**src/rtl/ddr_refresh_scheduler.sv**
```systemverilog
// ddr_refresh_scheduler
//   Schedules DDR4 auto-refresh around read/write traffic. Counts the tREFI
//   interval, keeps the postponed-refresh debt, holds off the rw engine,
//   issues REF commands with a valid/ack handshake and owns the tRFC window.
//
// Ports
//   clock_t       in   controller clock
//   reset         in   synchronous active-high reset
//   enable        in   init/config done; interval counting runs while high
//   rw_pending    in   rw engine has queued requests (refresh is postponed)
//   rw_idle       in   rw engine has no burst in flight
//   rw_hold       out  stop issuing new bursts (DRAIN/ISSUE/RFC)
//   ref_req       out  REF command valid, held until ref_ack
//   ref_ack       in   REF accepted by the command bus (single cycle)
//   ref_busy      out  inside the tRFC window (exactly T_RFC cycles per REF)
//   debt          out  outstanding (postponed) refreshes
//   overflow_err  out  sticky: a tick arrived with debt already saturated
//
// Optional feature macro: REFRESH_PULLIN_EN
//   Defined   : idle periods issue pull-in refreshes that bank credit.
//   Undefined : credit is tied to 0; REF only issues when debt > 0.

module ddr_refresh_scheduler #(
    parameter int T_REFI       = 7800,
    parameter int T_RFC        = 350,
    parameter int MAX_POSTPONE = 8
) (
    input  logic       clock_t,
    input  logic       reset,
    input  logic       enable,
    input  logic       rw_pending,
    input  logic       rw_idle,
    output logic       rw_hold,
    output logic       ref_req,
    input  logic       ref_ack,
    output logic       ref_busy,
    output logic [3:0] debt,
    output logic       overflow_err
);

    localparam int IW = $clog2(T_REFI);
    localparam int RW = $clog2(T_RFC);
    localparam logic [IW-1:0] REFI_LAST   = IW'(T_REFI - 1);
    localparam logic [RW-1:0] RFC_LOAD    = RW'(T_RFC - 1);
    localparam logic [3:0]    DEBT_SAT    = 4'(MAX_POSTPONE + 1);
    localparam logic [3:0]    DEBT_URGENT = 4'(MAX_POSTPONE);

    typedef enum logic [2:0] {
        ST_IDLE  = 3'd0,
        ST_RUN   = 3'd1,
        ST_DRAIN = 3'd2,
        ST_ISSUE = 3'd3,
        ST_RFC   = 3'd4
    } state_t;

    state_t          state_r, next_state_s;
    logic [IW-1:0]   interval_r;
    logic [RW-1:0]   rfc_r;
    logic [3:0]      debt_r, debt_nx_s;
    logic [3:0]      credit_r, credit_nx_s;
    logic            flush_r, flush_nx_s;
    logic            ovf_r, ovf_set_s;
    logic            tick_s, ack_s, urgent_s, pullin_s, leave_idle_s;
    logic            rw_hold_s, ref_req_s, ref_busy_s;
    logic            rw_hold_r, ref_req_r, ref_busy_r;

    assign tick_s = enable && (interval_r == REFI_LAST);
    assign ack_s  = (state_r == ST_ISSUE) && ref_ack;
    // Once debt reaches the postpone limit the whole backlog is flushed
    // back-to-back, even after debt drops below the limit again.
    assign urgent_s     = (debt_r >= DEBT_URGENT) || flush_r;
    assign leave_idle_s = (state_r != ST_IDLE) && (next_state_s == ST_IDLE);

`ifdef REFRESH_PULLIN_EN
    assign pullin_s = (debt_r == 4'd0) && !rw_pending && rw_idle && (credit_r < DEBT_URGENT);
`else
    assign pullin_s = 1'b0;
`endif

    // tREFI interval counter: free-runs while enabled, parked at 0 otherwise.
    always_ff @(posedge clock_t) begin
        if (reset) begin
            interval_r <= '0;
        end else if (!enable || tick_s) begin
            interval_r <= '0;
        end else begin
            interval_r <= interval_r + IW'(1);
        end
    end

    // tRFC down-counter, loaded on the accepted REF.
    always_ff @(posedge clock_t) begin
        if (reset) begin
            rfc_r <= '0;
        end else if (ack_s) begin
            rfc_r <= RFC_LOAD;
        end else if ((state_r == ST_RFC) && (rfc_r != '0)) begin
            rfc_r <= rfc_r - RW'(1);
        end else begin
            rfc_r <= rfc_r;
        end
    end

    // Debt/credit bookkeeping; a tick and an ack in the same cycle cancel.
    always_comb begin
        debt_nx_s   = debt_r;
        credit_nx_s = credit_r;
        ovf_set_s   = 1'b0;
        if (tick_s) begin
            if (credit_r != 4'd0) begin
                credit_nx_s = credit_r - 4'd1;
            end else if (debt_r != DEBT_SAT) begin
                debt_nx_s = debt_r + 4'd1;
            end else begin
                ovf_set_s = !ack_s;
            end
        end else begin
            debt_nx_s = debt_r;
        end
        if (ack_s) begin
            if (debt_nx_s != 4'd0) begin
                debt_nx_s = debt_nx_s - 4'd1;
            end else begin
                credit_nx_s = credit_nx_s + 4'd1;
            end
        end else begin
            credit_nx_s = credit_nx_s;
        end
        if (leave_idle_s) begin
            debt_nx_s   = 4'd0;
            credit_nx_s = 4'd0;
        end else begin
            debt_nx_s = debt_nx_s;
        end
`ifndef REFRESH_PULLIN_EN
        credit_nx_s = 4'd0;
`endif
        if (debt_nx_s >= DEBT_URGENT) begin
            flush_nx_s = 1'b1;
        end else if (debt_nx_s == 4'd0) begin
            flush_nx_s = 1'b0;
        end else begin
            flush_nx_s = flush_r;
        end
    end

    // Debt, credit, flush and sticky overflow registers.
    always_ff @(posedge clock_t) begin
        if (reset) begin
            debt_r   <= 4'd0;
            credit_r <= 4'd0;
            flush_r  <= 1'b0;
            ovf_r    <= 1'b0;
        end else begin
            debt_r   <= debt_nx_s;
            credit_r <= credit_nx_s;
            flush_r  <= flush_nx_s;
            ovf_r    <= ovf_r | ovf_set_s;
        end
    end

    // FSM state register.
    always_ff @(posedge clock_t) begin
        if (reset) begin
            state_r <= ST_IDLE;
        end else begin
            state_r <= next_state_s;
        end
    end

    // FSM next-state logic.
    always_comb begin
        next_state_s = state_r;
        case (state_r)
            ST_IDLE: begin
                if (enable) next_state_s = ST_RUN;
                else        next_state_s = ST_IDLE;
            end
            ST_RUN: begin
                if (!enable)                                         next_state_s = ST_IDLE;
                else if ((debt_r != 4'd0) && (!rw_pending || urgent_s)) next_state_s = ST_DRAIN;
                else if (pullin_s)                                   next_state_s = ST_ISSUE;
                else                                                 next_state_s = ST_RUN;
            end
            ST_DRAIN: begin
                if (!enable)     next_state_s = ST_IDLE;
                else if (rw_idle) next_state_s = ST_ISSUE;
                else             next_state_s = ST_DRAIN;
            end
            ST_ISSUE: begin
                // The REF in flight always completes, even if enable drops.
                if (ref_ack) next_state_s = ST_RFC;
                else         next_state_s = ST_ISSUE;
            end
            ST_RFC: begin
                if (rfc_r != '0)                                      next_state_s = ST_RFC;
                else if (!enable)                                     next_state_s = ST_IDLE;
                else if ((debt_r != 4'd0) && (urgent_s || !rw_pending)) next_state_s = ST_ISSUE;
                else                                                  next_state_s = ST_RUN;
            end
            default: next_state_s = ST_IDLE;
        endcase
    end

    // Output decode from the next state, so the registered outputs line up
    // with the state register.
    always_comb begin
        rw_hold_s  = 1'b0;
        ref_req_s  = 1'b0;
        ref_busy_s = 1'b0;
        case (next_state_s)
            ST_DRAIN: rw_hold_s = 1'b1;
            ST_ISSUE: begin
                rw_hold_s = 1'b1;
                ref_req_s = 1'b1;
            end
            ST_RFC: begin
                rw_hold_s  = 1'b1;
                ref_busy_s = 1'b1;
            end
            default: begin
                rw_hold_s  = 1'b0;
                ref_req_s  = 1'b0;
                ref_busy_s = 1'b0;
            end
        endcase
    end

    // Output registers.
    always_ff @(posedge clock_t) begin
        if (reset) begin
            rw_hold_r  <= 1'b0;
            ref_req_r  <= 1'b0;
            ref_busy_r <= 1'b0;
        end else begin
            rw_hold_r  <= rw_hold_s;
            ref_req_r  <= ref_req_s;
            ref_busy_r <= ref_busy_s;
        end
    end

    assign rw_hold      = rw_hold_r;
    assign ref_req      = ref_req_r;
    assign ref_busy     = ref_busy_r;
    assign debt         = debt_r;
    assign overflow_err = ovf_r;

endmodule

```
**config.mk**
```make
export PLATFORM = sky130hd
export DESIGN_NAME = ddr_refresh_scheduler
export DESIGN_NICKNAME = d
export VERILOG_FILES = /design/src/rtl/ddr_refresh_scheduler.sv
export SDC_FILE = /design/constraint.sdc
export NUM_CORES = 1
export LEC_CHECK = 0
export CAP_MARGIN = 15
export CORE_AREA = 2 2 66 68
export DETAILED_ROUTE_END_ITERATION = 8
export DIE_AREA = 0 0 68 70
export DONT_BUFFER_PORTS = 1
export PLACE_DENSITY = 0.59
export REMOVE_ABC_BUFFERS = 1
export SYNTH_ARGS = -nofsm -noshare
export SYNTH_HDL_FRONTEND = slang
export SYNTH_SLANG_ARGS = --single-unit
```
**constraint.sdc**
```tcl
create_clock -name clock_t -period 2.4 [get_ports clock_t]
set_clock_uncertainty 0.05 [all_clocks]
set_input_delay 0.12 -clock clock_t [delete_from_list [all_inputs] [get_ports clock_t]]
set_output_delay 0.12 -clock clock_t [all_outputs]
set_load 0.01 [all_outputs]
```
==> metrics.cfg <==
[status]
outcome = finished with violations
violations = setup timing

[logic_synthesis]
avgSynthCellArea_um2 = 8.99
ys.flop_type = dfxtp_1
synth_top_family_by_area = simple AND/OR/NAND/NOR gates
yosysSeqAreaShare_pct = 37.1
synth_compound_area_share_pct = 12.2
synth-xor-area-share_pct = 10.5
synth_edf_count = 0
muxShareOfSynthArea_pct = 3.07
yosys_warnings = 0
synth.distinct_cells = 47
synth_fa_ha_area_share_pct = 4.78
ys_ff_latch = 34
synth_area_mm2 = 0.00183
yosys.area_share.simple_pct = 28.3
async_flop_share_pct = 0
syn_inst = 204

[finish]
layout_common_cells = 32 x buf_4, 30 x dfxtp_1, 25 x nor2_1
area_delta_synth_final_pct = 27.8
num-fill-cells = 372
nets = 252
drive_gt1_share_pct = 27.9
final_common_cell = buf_4
diodes = 0

[global_route]
grt_pass1_vias = 1562
gr-usage-all-layers_pct = 20.7
antenna_found_initial = 0
grt_pass1_wl_um = 7520
grt.overflow.total = 0
grt_start_max_net_pins = 18

[timing]
setup_viol = 1
fin_setup_tns_ns = -0.0296
slew_headroom_pct = 57.1
period_share_pct = 101
layout_setup_ws_ns = -0.0296
drv_slew = 0
worst_pin_slew_ns = 0.641
fmax_mhz = 412
layout_min_cycle_time_ns = 2.43
hold_viol = 0
grt_setup_unrepaired = true

[cts]
numCtsBuffers = 5
htree_levels = 2
cts.clk_slew.worst_paths_ns = 0.07
clock_path_buffers = 2
clock-root-buffer = clkbuf_8
cts_tree = yes
clkSinkCount = 34
insertion_delay_ns = 0.28

[worst_setup_path]
rr_worst_depth = 10
r2r_setup_slack_ns = -0.03
endpoint_kind = flop
crit_fanout = 3
required_ns = 2.57
crit_type = flop to flop
cp-start-kind = flop
rr_endpoint = flush_r$_SDFFE_PP0P_
worst_ep_arrival_time_ns = 2.60
r2r_start = interval_r[1]$_SDFF_PP0_

[floorplanning]
dieArea_mm2 = 0.00476
core_mm2 = 0.00414
die_w_um = 68
die_y_um = 70
initial_core_util_pct = 44.2
rows = 24
ios = 14

[route]
drt_iter0_drc = 127
via_per_inst = 5.43
dr.pass1.iters = 4
drc = 0
routed-via-count = 1586
finalWirelength_um = 4450
ant_nets = 0
wl_per_cell_um = 15.2

[placement]
dpl.hpwl_um = 3090
io_buffers = 0
gp_congestion = 0.786
place_ws_ns = -0.177

[pwr]
ir_worst_vdd_mv = 0.241
powerDensity_mw_per_mm2 = 447
p_leak_nw = 0.947

[flow_run]
max-cap-violations = 0

[worst_hold_path]
holdPathStages = 2
min-delay-path-class = input port to flop
hp-start = reset
min_to = state_r[1]$_SDFF_PP0_

final cells by class:
type | instances | area [um2] | share of cell area, %
multi-input cells | 151 | 1180 | 50.3
inverters | 11 | 41.3 | 1.76
clock buffers | 7 | 86.3 | 3.68
clock inverters | 1 | 5.00 | 0.214
flip-flops and latches | 34 | 686 | 29.3
repair buffers | 36 | 282 | 12.0
well taps | 52 | 65.1 | 2.78
logic make-up after synthesis:
kind of cell | after synthesis
AO/OA/AOI/OAI | 31
adder cells (fa/ha/maj) | 7
AND/OR/NAND/NOR | 86
buffers and inverters | 19
XOR/XNOR | 22
flip-flops | 34
multiplexers | 5
routing by layer:
metal | track usage, % | wire [um]
met1 | 28.0 | 1990
met2 | 32.0 | 2180
met3 | 5.48 | 223
met4 | 6.22 | 57
met5 | 0 | 0
worst max-delay path, stage by stage, from the launching register on:
cell and delay (ns):
dfxtp_2 0.35, ha_4 0.15, nand4b_4 0.10, or2_4 0.26, nor4_4 0.20, mux2i_2 0.30
ha_2 0.25, a31oi_4 0.11, mux2_4 0.33, a21o_1 0.17, a2bb2oi_2 0.11
timing repair:
action,CTS,global route
hold endpoints to repair,19,0
setup endpoints to repair,4,6
gates resized for setup,11,10
hold buffers,3,0
buffers inserted,3,3
pin swaps,6,1
through the flow:
stage	hold WS (ns)	power (mW)	util [%]	std cells	cell area [um2]
after floorplan	0.139	0.603	-	196	1800
after CTS	0.000349	1.05	54.7	289	2270
after detailed placement	0.145	0.614	49.9	275	2070
after global routing	0.0341	1.09	56.6	292	2340
final	0.0152	1.05	56.6	292	2340
after global placement	0.142	0.613	49.9	275	2070
power breakdown:
| part | internal, mW | total, mW | switching [mW] |
|---|---|---|---|
| clock network | 0.231 | 0.435 | 0.204 |
| registers | 0.567 | 0.572 | 0.00482 |
| logic | 0.0184 | 0.0412 | 0.0229 |
Yosys cell counts, types with 2 or more instances:
cell type | number | share of area [%]
and3_1 | 7 | 2.4
nand2b_1 | 4 | 1.4
clkbuf_1 | 6 | 1.2
a31oi_1 | 2 | 0.68
nand3_1 | 9 | 2.5
inv_1 | 10 | 2.0
mux2i_1 | 3 | 1.6
nand2_1 | 8 | 1.6
nor2b_1 | 4 | 1.4
dfxtp_1 | 34 | 37
xnor2_1 | 13 | 6.2
a21oi_1 | 13 | 3.5
ha_1 | 7 | 4.8
nor2_1 | 25 | 5.1
o21ai_0 | 2 | 0.55
xor2_1 | 9 | 4.3
nor3_1 | 6 | 1.6
nor4_1 | 5 | 1.7
o21bai_1 | 3 | 1.2
nand4_1 | 4 | 1.4
nor4b_1 | 2 | 0.96
nor3b_1 | 3 | 1.2
state kept, by name (all words and copies together) (netlist names):
name / cells
state_r: 3
ref_req: 1
ref_busy: 1
debt: 4
interval_r: 13
rw_hold: 1
flush_r: 1
rfc_r: 9
overflow_err: 1
worst max path at each step:
stage,startpoint,endpoint,slack [ns],depth (start not counted)
6_report,interval_r[1]$_SDFF_PP0_,flush_r$_SDFFE_PP0P_,-0.03,10
3_3_place_gp,interval_r[0]$_SDFF_PP0_,flush_r$_SDFFE_PP0P_,-0.07,10
5_1_grt,interval_r[1]$_SDFF_PP0_,flush_r$_SDFFE_PP0P_,-0.14,10
2_1_floorplan,interval_r[0]$_SDFF_PP0_,flush_r$_SDFFE_PP0P_,-0.17,10
3_5_place_dp,interval_r[0]$_SDFF_PP0_,flush_r$_SDFFE_PP0P_,-0.18,10
4_1_cts,interval_r[1]$_SDFF_PP0_,flush_r$_SDFFE_PP0P_,-0.002,10
Power figures use the tool's default switching activity.
